File: config.mk
export PLATFORM = sky130hd
export DESIGN_NAME = dmm_req_arbiter
export DESIGN_NICKNAME = d
export VERILOG_FILES = /design/src/rtl/dmm_req_arbiter.sv
export SDC_FILE = /design/constraint.sdc
export NUM_CORES = 1
export LEC_CHECK = 0
export ABC_AREA = 1
export BUFFER_PORTS_ARGS = -buffer_cell sky130_fd_sc_hd__clkbuf_2
export CAP_MARGIN = 20
export CELL_PAD_IN_SITES_DETAIL_PLACEMENT = 1
export CELL_PAD_IN_SITES_GLOBAL_PLACEMENT = 2
export CORE_ASPECT_RATIO = 1.1
export CORE_MARGIN = 2
export CORE_UTILIZATION = 24
export DETAILED_ROUTE_END_ITERATION = 12
export GPL_TIMING_DRIVEN = 0
export PLACE_DENSITY = 0.87
export SLEW_MARGIN = 20
export SYNTH_ARGS = -nofsm -noshare
export SYNTH_HDL_FRONTEND = slang
export SYNTH_SLANG_ARGS = --single-unit
File: constraint.sdc
create_clock -name clk -period 2 [get_ports clk]
set_input_delay 0.1 -clock clk [delete_from_list [all_inputs] [get_ports clk]]
set_output_delay 0.1 -clock clk [all_outputs]
set_load 0.05 [all_outputs]
File: src/rtl/dmm_req_arbiter.sv
// Round-robin arbiter/sequencer that serialises per-requester malloc/free
// requests onto the single dynamic memory manager interface.
module dmm_req_arbiter #(
  parameter int NREQ    = 4,
  parameter int TIMEOUT = 16
) (
  input  logic              clk,
  input  logic              reset,
  input  logic [NREQ-1:0]   req_valid,
  input  logic [NREQ-1:0]   req_free,
  input  logic [6*NREQ-1:0] req_size,
  input  logic [3*NREQ-1:0] req_reg,
  output logic [NREQ-1:0]   req_done,
  output logic [NREQ-1:0]   req_err,
  output logic              malloc,
  output logic              free,
  output logic [5:0]        requestedmemsize,
  output logic [2:0]        regmips,
  input  logic              mack,
  input  logic              frack,
  output logic              busy,
  output logic [2:0]        owner
);

  typedef enum logic [1:0] {
    IDLE  = 2'd0,
    ISSUE = 2'd1,
    WAIT  = 2'd2,
    DONE  = 2'd3
  } state_t;

  state_t          state_r, state_s;
  logic [2:0]      last_r, last_s;
  logic [2:0]      owner_r, owner_s;
  logic            op_r, op_s;
  logic [7:0]      cnt_r, cnt_s;
  logic            malloc_r, malloc_s;
  logic            free_r, free_s;
  logic [5:0]      memsize_r, memsize_s;
  logic [2:0]      regmips_r, regmips_s;
  logic [NREQ-1:0] done_r, done_s;
  logic [NREQ-1:0] err_r, err_s;
  logic            busy_r, busy_s;

  logic            grant_found_s;
  logic [2:0]      grant_idx_s;
  logic            grant_free_s;
  logic [5:0]      grant_size_s;
  logic [2:0]      grant_reg_s;
  logic            ack_s;

  function automatic logic [NREQ-1:0] onehot_f(input logic [2:0] idx);
    logic [NREQ-1:0] v;
    v = '0;
    for (int i = 0; i < NREQ; i++) begin
      v[i] = (idx == 3'(i));
    end
    return v;
  endfunction

  // Round-robin search: requesters above last first, then wrap to 0..last.
  always_comb begin
    grant_found_s = 1'b0;
    grant_idx_s   = 3'd0;
    for (int i = 0; i < NREQ; i++) begin
      if (!grant_found_s && req_valid[i] && (3'(i) > last_r)) begin
        grant_found_s = 1'b1;
        grant_idx_s   = 3'(i);
      end else begin
        grant_idx_s   = grant_idx_s;
      end
    end
    for (int i = 0; i < NREQ; i++) begin
      if (!grant_found_s && req_valid[i] && (3'(i) <= last_r)) begin
        grant_found_s = 1'b1;
        grant_idx_s   = 3'(i);
      end else begin
        grant_idx_s   = grant_idx_s;
      end
    end
  end

  // Select the granted requester's op, size and register fields.
  always_comb begin
    grant_free_s = 1'b0;
    grant_size_s = 6'd0;
    grant_reg_s  = 3'd0;
    for (int i = 0; i < NREQ; i++) begin
      if (grant_idx_s == 3'(i)) begin
        grant_free_s = req_free[i];
        grant_size_s = req_size[6*i +: 6];
        grant_reg_s  = req_reg[3*i +: 3];
      end else begin
        grant_free_s = grant_free_s;
      end
    end
  end

  assign ack_s = op_r ? frack : mack;

  // Next-state and next-output logic.
  always_comb begin
    state_s   = state_r;
    last_s    = last_r;
    owner_s   = owner_r;
    op_s      = op_r;
    cnt_s     = cnt_r;
    malloc_s  = 1'b0;
    free_s    = 1'b0;
    memsize_s = memsize_r;
    regmips_s = regmips_r;
    done_s    = '0;
    err_s     = '0;
    case (state_r)
      IDLE: begin
        if (grant_found_s) begin
          last_s  = grant_idx_s;
          owner_s = grant_idx_s;
          op_s    = grant_free_s;
          if (grant_size_s == 6'd0) begin
            err_s   = onehot_f(grant_idx_s);
            state_s = DONE;
          end else begin
            malloc_s  = ~grant_free_s;
            free_s    = grant_free_s;
            memsize_s = grant_size_s;
            regmips_s = grant_reg_s;
            state_s   = ISSUE;
          end
        end else begin
          state_s = IDLE;
        end
      end
      ISSUE: begin
        cnt_s   = 8'd0;
        state_s = WAIT;
      end
      WAIT: begin
        cnt_s = cnt_r + 8'd1;
        // A matching ack takes precedence over a simultaneous timeout.
        if (ack_s) begin
          done_s    = onehot_f(owner_r);
          memsize_s = 6'd0;
          regmips_s = 3'd0;
          state_s   = DONE;
        end else if (cnt_r == 8'(TIMEOUT - 1)) begin
          err_s     = onehot_f(owner_r);
          memsize_s = 6'd0;
          regmips_s = 3'd0;
          state_s   = DONE;
        end else begin
          state_s = WAIT;
        end
      end
      DONE: begin
        state_s = IDLE;
      end
      default: begin
        state_s = IDLE;
      end
    endcase
    busy_s = (state_s != IDLE);
  end

  // State, latches and registered outputs.
  always_ff @(posedge clk or negedge reset) begin
    if (!reset) begin
      state_r   <= IDLE;
      last_r    <= 3'(NREQ - 1);
      owner_r   <= 3'd0;
      op_r      <= 1'b0;
      cnt_r     <= 8'd0;
      malloc_r  <= 1'b0;
      free_r    <= 1'b0;
      memsize_r <= 6'd0;
      regmips_r <= 3'd0;
      done_r    <= '0;
      err_r     <= '0;
      busy_r    <= 1'b0;
    end else begin
      state_r   <= state_s;
      last_r    <= last_s;
      owner_r   <= owner_s;
      op_r      <= op_s;
      cnt_r     <= cnt_s;
      malloc_r  <= malloc_s;
      free_r    <= free_s;
      memsize_r <= memsize_s;
      regmips_r <= regmips_s;
      done_r    <= done_s;
      err_r     <= err_s;
      busy_r    <= busy_s;
    end
  end

  assign req_done         = done_r;
  assign req_err          = err_r;
  assign malloc           = malloc_r;
  assign free             = free_r;
  assign requestedmemsize = memsize_r;
  assign regmips          = regmips_r;
  assign busy             = busy_r;
  assign owner            = owner_r;

endmodule

* Word-level counts from Yosys, hierarchy flattened
Index checks and enable logic that the tools add are counted.
W data, S select, Z words.
** Storage, ports and cells
- Register bits after elaboration :: 37
- Output and inout bits :: 23
- Word-level logic and storage cells :: 123
** Cells by class
- Add/subtract/negate cells :: 1
- Magnitude comparators :: 8
- Equality and inequality tests :: 13
- Multiplexer cells :: 57
- Bitwise operators :: 1
- Reduce and logical (&&, ||, !) cells :: 31
** Operators by type and width (count)
- $mux W6 :: 8
- $mux W3 :: 14
- $mux W4 :: 6
- $mux W1 :: 22
- $pmux W8 S2 :: 1
- $logic_and A1 B1 Y1 :: 15
- $eq A3 B2 Y1 const B :: 4
- $pmux W6 S2 :: 1
- $add A8 B1 Y8 const B :: 1
- $eq A8 B4 Y1 const B :: 1
- $pmux W2 S4 :: 1
- $pmux W4 S2 :: 1
- $logic_not A1 Y1 :: 7
- $eq A3 B1 Y1 const B :: 2
- $gt A1 B3 Y1 const A :: 2
- $gt A2 B3 Y1 const A :: 2
- $le A1 B3 Y1 const A :: 2
- $le A2 B3 Y1 const A :: 2
- $logic_not A3 Y1 :: 2
- $logic_not A6 Y1 :: 1
- $pmux W3 S2 :: 1
- $reduce_bool A2 Y1 :: 3
- $eq A2 B2 Y1 const B :: 2
- $mux W2 :: 2
- 7 further kinds :: 8

* Depth between registers and ports, before layout
- Depth after elaboration :: 41
- Mapped depth :: 17

* Worst setup path before layout
OpenSTA, ideal clock, no wires.
- Path type :: register -> register
- Start point :: register last_r[0]
- End point :: register regmips_r[0] (netlist: regmips[0])
- Setup time :: 0.067 ns
- Data arrival time :: 2.113 ns
- Setup slack :: -0.180 ns
- Cell stages (with the launch flop) :: 17
- Path buffers :: 1
- Path through :: dfstp_2 nand2_1 nand2_2 nand4_4 nor2_2 nand2_1 buf_4 nand2_4 nand2_4 or2_1 nand2_2 nand2_2 nor2_4 nand3_4 nand2_4 nand2_1 nand2_1
** Between the ends
- Longest elaborated chain between the ends :: 39
- Elaborated cells on any way between the ends :: 64
- Classes of those cells :: order compare: 8; eq/ne: 5; mux: 26; reduce/logical: 25
** RTL lines
- start: declaration :: line 33 : logic [2:0] last_r, last_s;
- start signal: assignment :: line 169 : last_r <= 3'(NREQ - 1);
- start signal: assignment :: line 182 : last_r <= last_s;
- $gt A1 B3 Y1 :: line 66 : if (!grant_found_s && req_valid[i] && (3'(i) > last_r)) begin
- $logic_and A1 B1 Y1 :: line 66
- $mux W1 :: line 66
- $logic_not A1 Y1 :: line 66
- $logic_and A1 B1 Y1 (2 in series) :: line 66
- $mux W1 :: line 66
- $logic_not A1 Y1 :: line 66
- $logic_and A1 B1 Y1 (2 in series) :: line 66
- [17 not listed]
- $logic_not A1 Y1 :: line 74 : if (!grant_found_s && req_valid[i] && (3'(i) <= last_r)) begin
- $logic_and A1 B1 Y1 (2 in series) :: line 74
- $mux W3 :: line 74
- $logic_not A3 Y1 :: line 89 : if (grant_idx_s == 3'(i)) begin
- $mux W6 / $mux W3 (equally long branches) (4 in series) :: line 89
- $logic_not A6 Y1 / $mux W3 (equally long branches) :: line 120 : if (grant_size_s == 6'd0) begin
- $ne A2 B2 Y1 (no line) / $mux W3 (equally long branches)
- $reduce_and A4 Y1 (no line) / $pmux W3 S2 (equally long branches)
- end signal: assignment :: line 189 : regmips_r <= regmips_s;
- end: declaration :: line 40 : logic [2:0] regmips_r, regmips_s;
Parallel ways exist; a longest one is shown, timed or not. The select of a mux whose other input is x is not followed.
A chain may end at the register's enable or synchronous reset.

* Final worst setup path
- Start point :: register last_r[1]
- End point :: register memsize_r[1] (netlist: requestedmemsize[1])
** Between the ends
- Longest elaborated chain between the ends :: 39
- Elaborated cells on any way between the ends :: 60
- Classes of those cells :: order compare: 8; eq/ne: 5; mux: 22; reduce/logical: 25
** RTL lines
- $gt A1 B3 Y1 :: line 66
- $logic_and A1 B1 Y1 :: line 66
- $mux W1 :: line 66
- $logic_not A1 Y1 :: line 66
- $logic_and A1 B1 Y1 (2 in series) :: line 66
- $mux W1 :: line 66
- $logic_not A1 Y1 :: line 66
- $logic_and A1 B1 Y1 (2 in series) :: line 66
- [17 not listed]
- $logic_not A1 Y1 :: line 74
- $logic_and A1 B1 Y1 (2 in series) :: line 74
- $mux W3 :: line 74
- $logic_not A3 Y1 :: line 89
- $mux W6 (4 in series) :: line 89
- $logic_not A6 Y1 / $mux W6 (equally long branches) :: line 120
- $ne A2 B2 Y1 (no line) / $mux W6 (equally long branches)
- $reduce_and A4 Y1 (no line) / $pmux W6 S2 (equally long branches)
- end signal: assignment :: line 188 : memsize_r <= memsize_s;
- end: declaration :: line 39 : logic [5:0] memsize_r, memsize_s;
Parallel ways exist; a longest one is shown, timed or not. The select of a mux whose other input is x is not followed.

==> results.toml <==
[run_status]
status = "complete, but fails checks"
failed_checks = "setup timing"

[timing]
fmax_mhz = 399
setup_viol = 23
slew_violations = 0
rsz0062_at_grt = "yes"
setup_ws_ps = -504
final.period_utilization = 1.25
slew-limit-headroom = 0.397
worst_slew_pin_slew_ps = 905
hold_viol = 0
finalCriticalPeriod_ps = 2500
skew_ps = 15.6

[global_route]
grt_first_pass_wirelength_mm = 11.8
grt_overflow_total = 0
grt_start_max_net_pins = 36
antenna_found_initial = 0
grt_use_total = 0.163
grt_pass1_vias = 2392

[die]
initial_core_util = 0.244
die_height_um = 100
dieArea_um2 = 9180
rows = 35
core_area_um2 = 8280
ios = 71
die_w_um = 91.5

[setup_path]
worst_setup_path_start_kind = "register"
crit_top_cell = "buf_4"
slowest_delay_ps = 570
worstPathArrival_ps = 2750
crit_path_top_delay_cell = "dfstp_2"
end_kind = "register"
path_cells = "nand2_2 -> nand2_4 -> nand4_4 -> nor2_4 -> nand2_4 -> buf_8 -> nand2_8 -> buf_4 -> o21ai_0 -> nand2_1 -> nand2_2 -> buf_4 -> buf_4 -> buf_4 -> nor2_2 -> nand3_1 -> nand2_1"
cp_max_fo = 5
path_buf_inv = 5
path_delay_family = "simple AND/OR/NAND/NOR gates"
setup.worst_path.class = "register to register"
worstPathRequired_ps = 2250

[logic_synthesis]
synth_warnings = 0
synth.avg_cell_area_um2 = 7.63
syn_inst = 265
syn_area_um2 = 2020
yosysUniqueCellTypes = 33
ys_seq_area_frac = 0.434
synth-seq-cells = 35
syn_nets = 316

[placement]
dp.cells = 445
gp_congestion = 0.741
hpwl_mm = 5.16
place_area_um2 = 2510
io_buffers = 69

[clocking]
cts_tree = "done"
clockBufferDepth = 2
cts_buffers = 5
clock_latency_ps = 300
clock_sinks = 35
htree_levels = 2
clockRootBuffer = "clkbuf_8"
clkTransAtPathRegs_ps = 80

[routing]
route.final.wire_length_mm = 7.70
viasPerCell = 4.71
wire_per_inst_um = 15.8
dr.pass1.iters = 4
drc = 0
vias = 2297
drt_iter0_drc = 81
ant_nets = 0

[power]
power_density_nw_per_um2 = 1600
ir_worst_vdd_mv = 0.433
leakage_nw = 1.55
total_power_mw = 4.97

[layout]
antenna_cells = 0
final_nets = 427
finalInstanceArea_um2 = 3100
instances_no_fill = 488
drive_above_1_share = 0.427
area_growth_pct = 53.2

[flow_run]
cap_viol_max_count = 0

[min_path]
min_path_type = "input port to register"
metal layers:
layer	routed length, um	GRT usage	up-vias
met3	275	0.0308	11
li1	-	-	1105
met1	3140	0.203	1121
met4	195	0.0478	0
met5	0	0	-
met2	4090	0.286	60
synthesized netlist by cell type (all sizes together):
cell type   n  area share
ha          3       0.019
nand3      20       0.058
inv        29       0.054
nor3        4      0.0099
or2         3      0.0093
nand2      71        0.15
o21a        2      0.0074
nor2       27       0.058
dfstp       2       0.026
clkbuf      2      0.0037
nor4        6       0.019
o21ai      28       0.071
a31oi       2      0.0093
conb        1      0.0019
buf         4       0.013
a21oi      14       0.035
dfrtp      33        0.41
nor3b       1      0.0037
and3        1      0.0031
nand4      12       0.045
power breakdown:
part           switching (mW)  leakage (nW)  internal, mW
Sequential              0.155         0.456         0.944
Clock                   0.276        0.0412         0.244
Combinational            2.17          1.06          1.18
Total                    2.60          1.55          2.36
through the flow:
stage               hold slack, ps  setup WS, ps   util  TNS, ps
CTS                            159          -453  0.347    -6660
global route                   203          -670  0.374   -11390
global placement               273          -666  0.303    -9210
finish                         168          -504  0.374    -8050
detailed placement             284          -744  0.303   -10510
floorplan                     -196          -142      -    -1540
path summary, 6_finish.rpt:
path	end	slack [ps]	cells past startpoint	startpoint
min in group asynchronous	state_r[0]	470	2	reset
setup reg to reg	requestedmemsize[1]	-500	17	last_r[1]
hold reg to reg	requestedmemsize[2]	480	2	requestedmemsize[2]
hold / removal	regmips[2]	170	5	req_reg[11]
max in group asynchronous	busy	960	2	reset
setup / recovery	requestedmemsize[1]	-500	17	last_r[1]
worst min-delay path: cells and delay by family:
family                 cells  cell delay [ps]
AO/OA/AOI/OAI              1               60
buffers and inverters      1               80
AND/OR/NAND/NOR            3              190
registers in the layout, summed over array words and instances (netlist names), 2 cells and up:
| register | cells |
|---|---|
| req_err | 4 |
| regmips | 3 |
| cnt_r | 8 |
| last_r | 2 |
| owner | 2 |
| state_r | 2 |
| requestedmemsize | 6 |
| req_done | 4 |
layout make-up:
class                           count  area, um^2
Sequential cell                    35         878
Buffer                              6        48.8
Clock inverter                      2        12.5
Tap cell                          111         139
Multi-Input combinational cell    197        1200
Inverter                           29         113
Clock buffer                        6        72.6
Timing Repair Buffer              102         636
Fill cell                        1029        5180
logic make-up (layout without fill, tap and decap cells):
group,Yosys count,in the layout,synth area share
compound gates,46,46,0.122
flops,35,35,0.434
simple gates,145,147,0.353
buf+inv,35,145,0.0705
other cells,1,1,0.00185
fa+ha+maj,3,3,0.0186
cell usage in the layout, fill, tap and decap left out, types with 4 or more instances in the layout:
cell	count
a21oi_1	13
nand2_2	14
inv_1	27
clkbuf_8	5
nor2_4	6
nand4_1	11
nor2_1	17
nand2_4	4
buf_4	29
clkbuf_2	69
dfrtp_1	33
nand3_1	15
nor4_1	6
nand2_1	51
nor2_2	4
o21ai_1	4
o21ai_0	21
nand3_2	4
timing repair:
item	in CTS	in global routing
gates cloned	3	0
gates resized for setup	26	30
endpoints found under the setup margin	22	24
hold endpoints to repair	33	0
buffers inserted	16	15
hold buffers	1	0
pin swaps	17	21
Note: power is estimated with default switching activity, not from simulation.
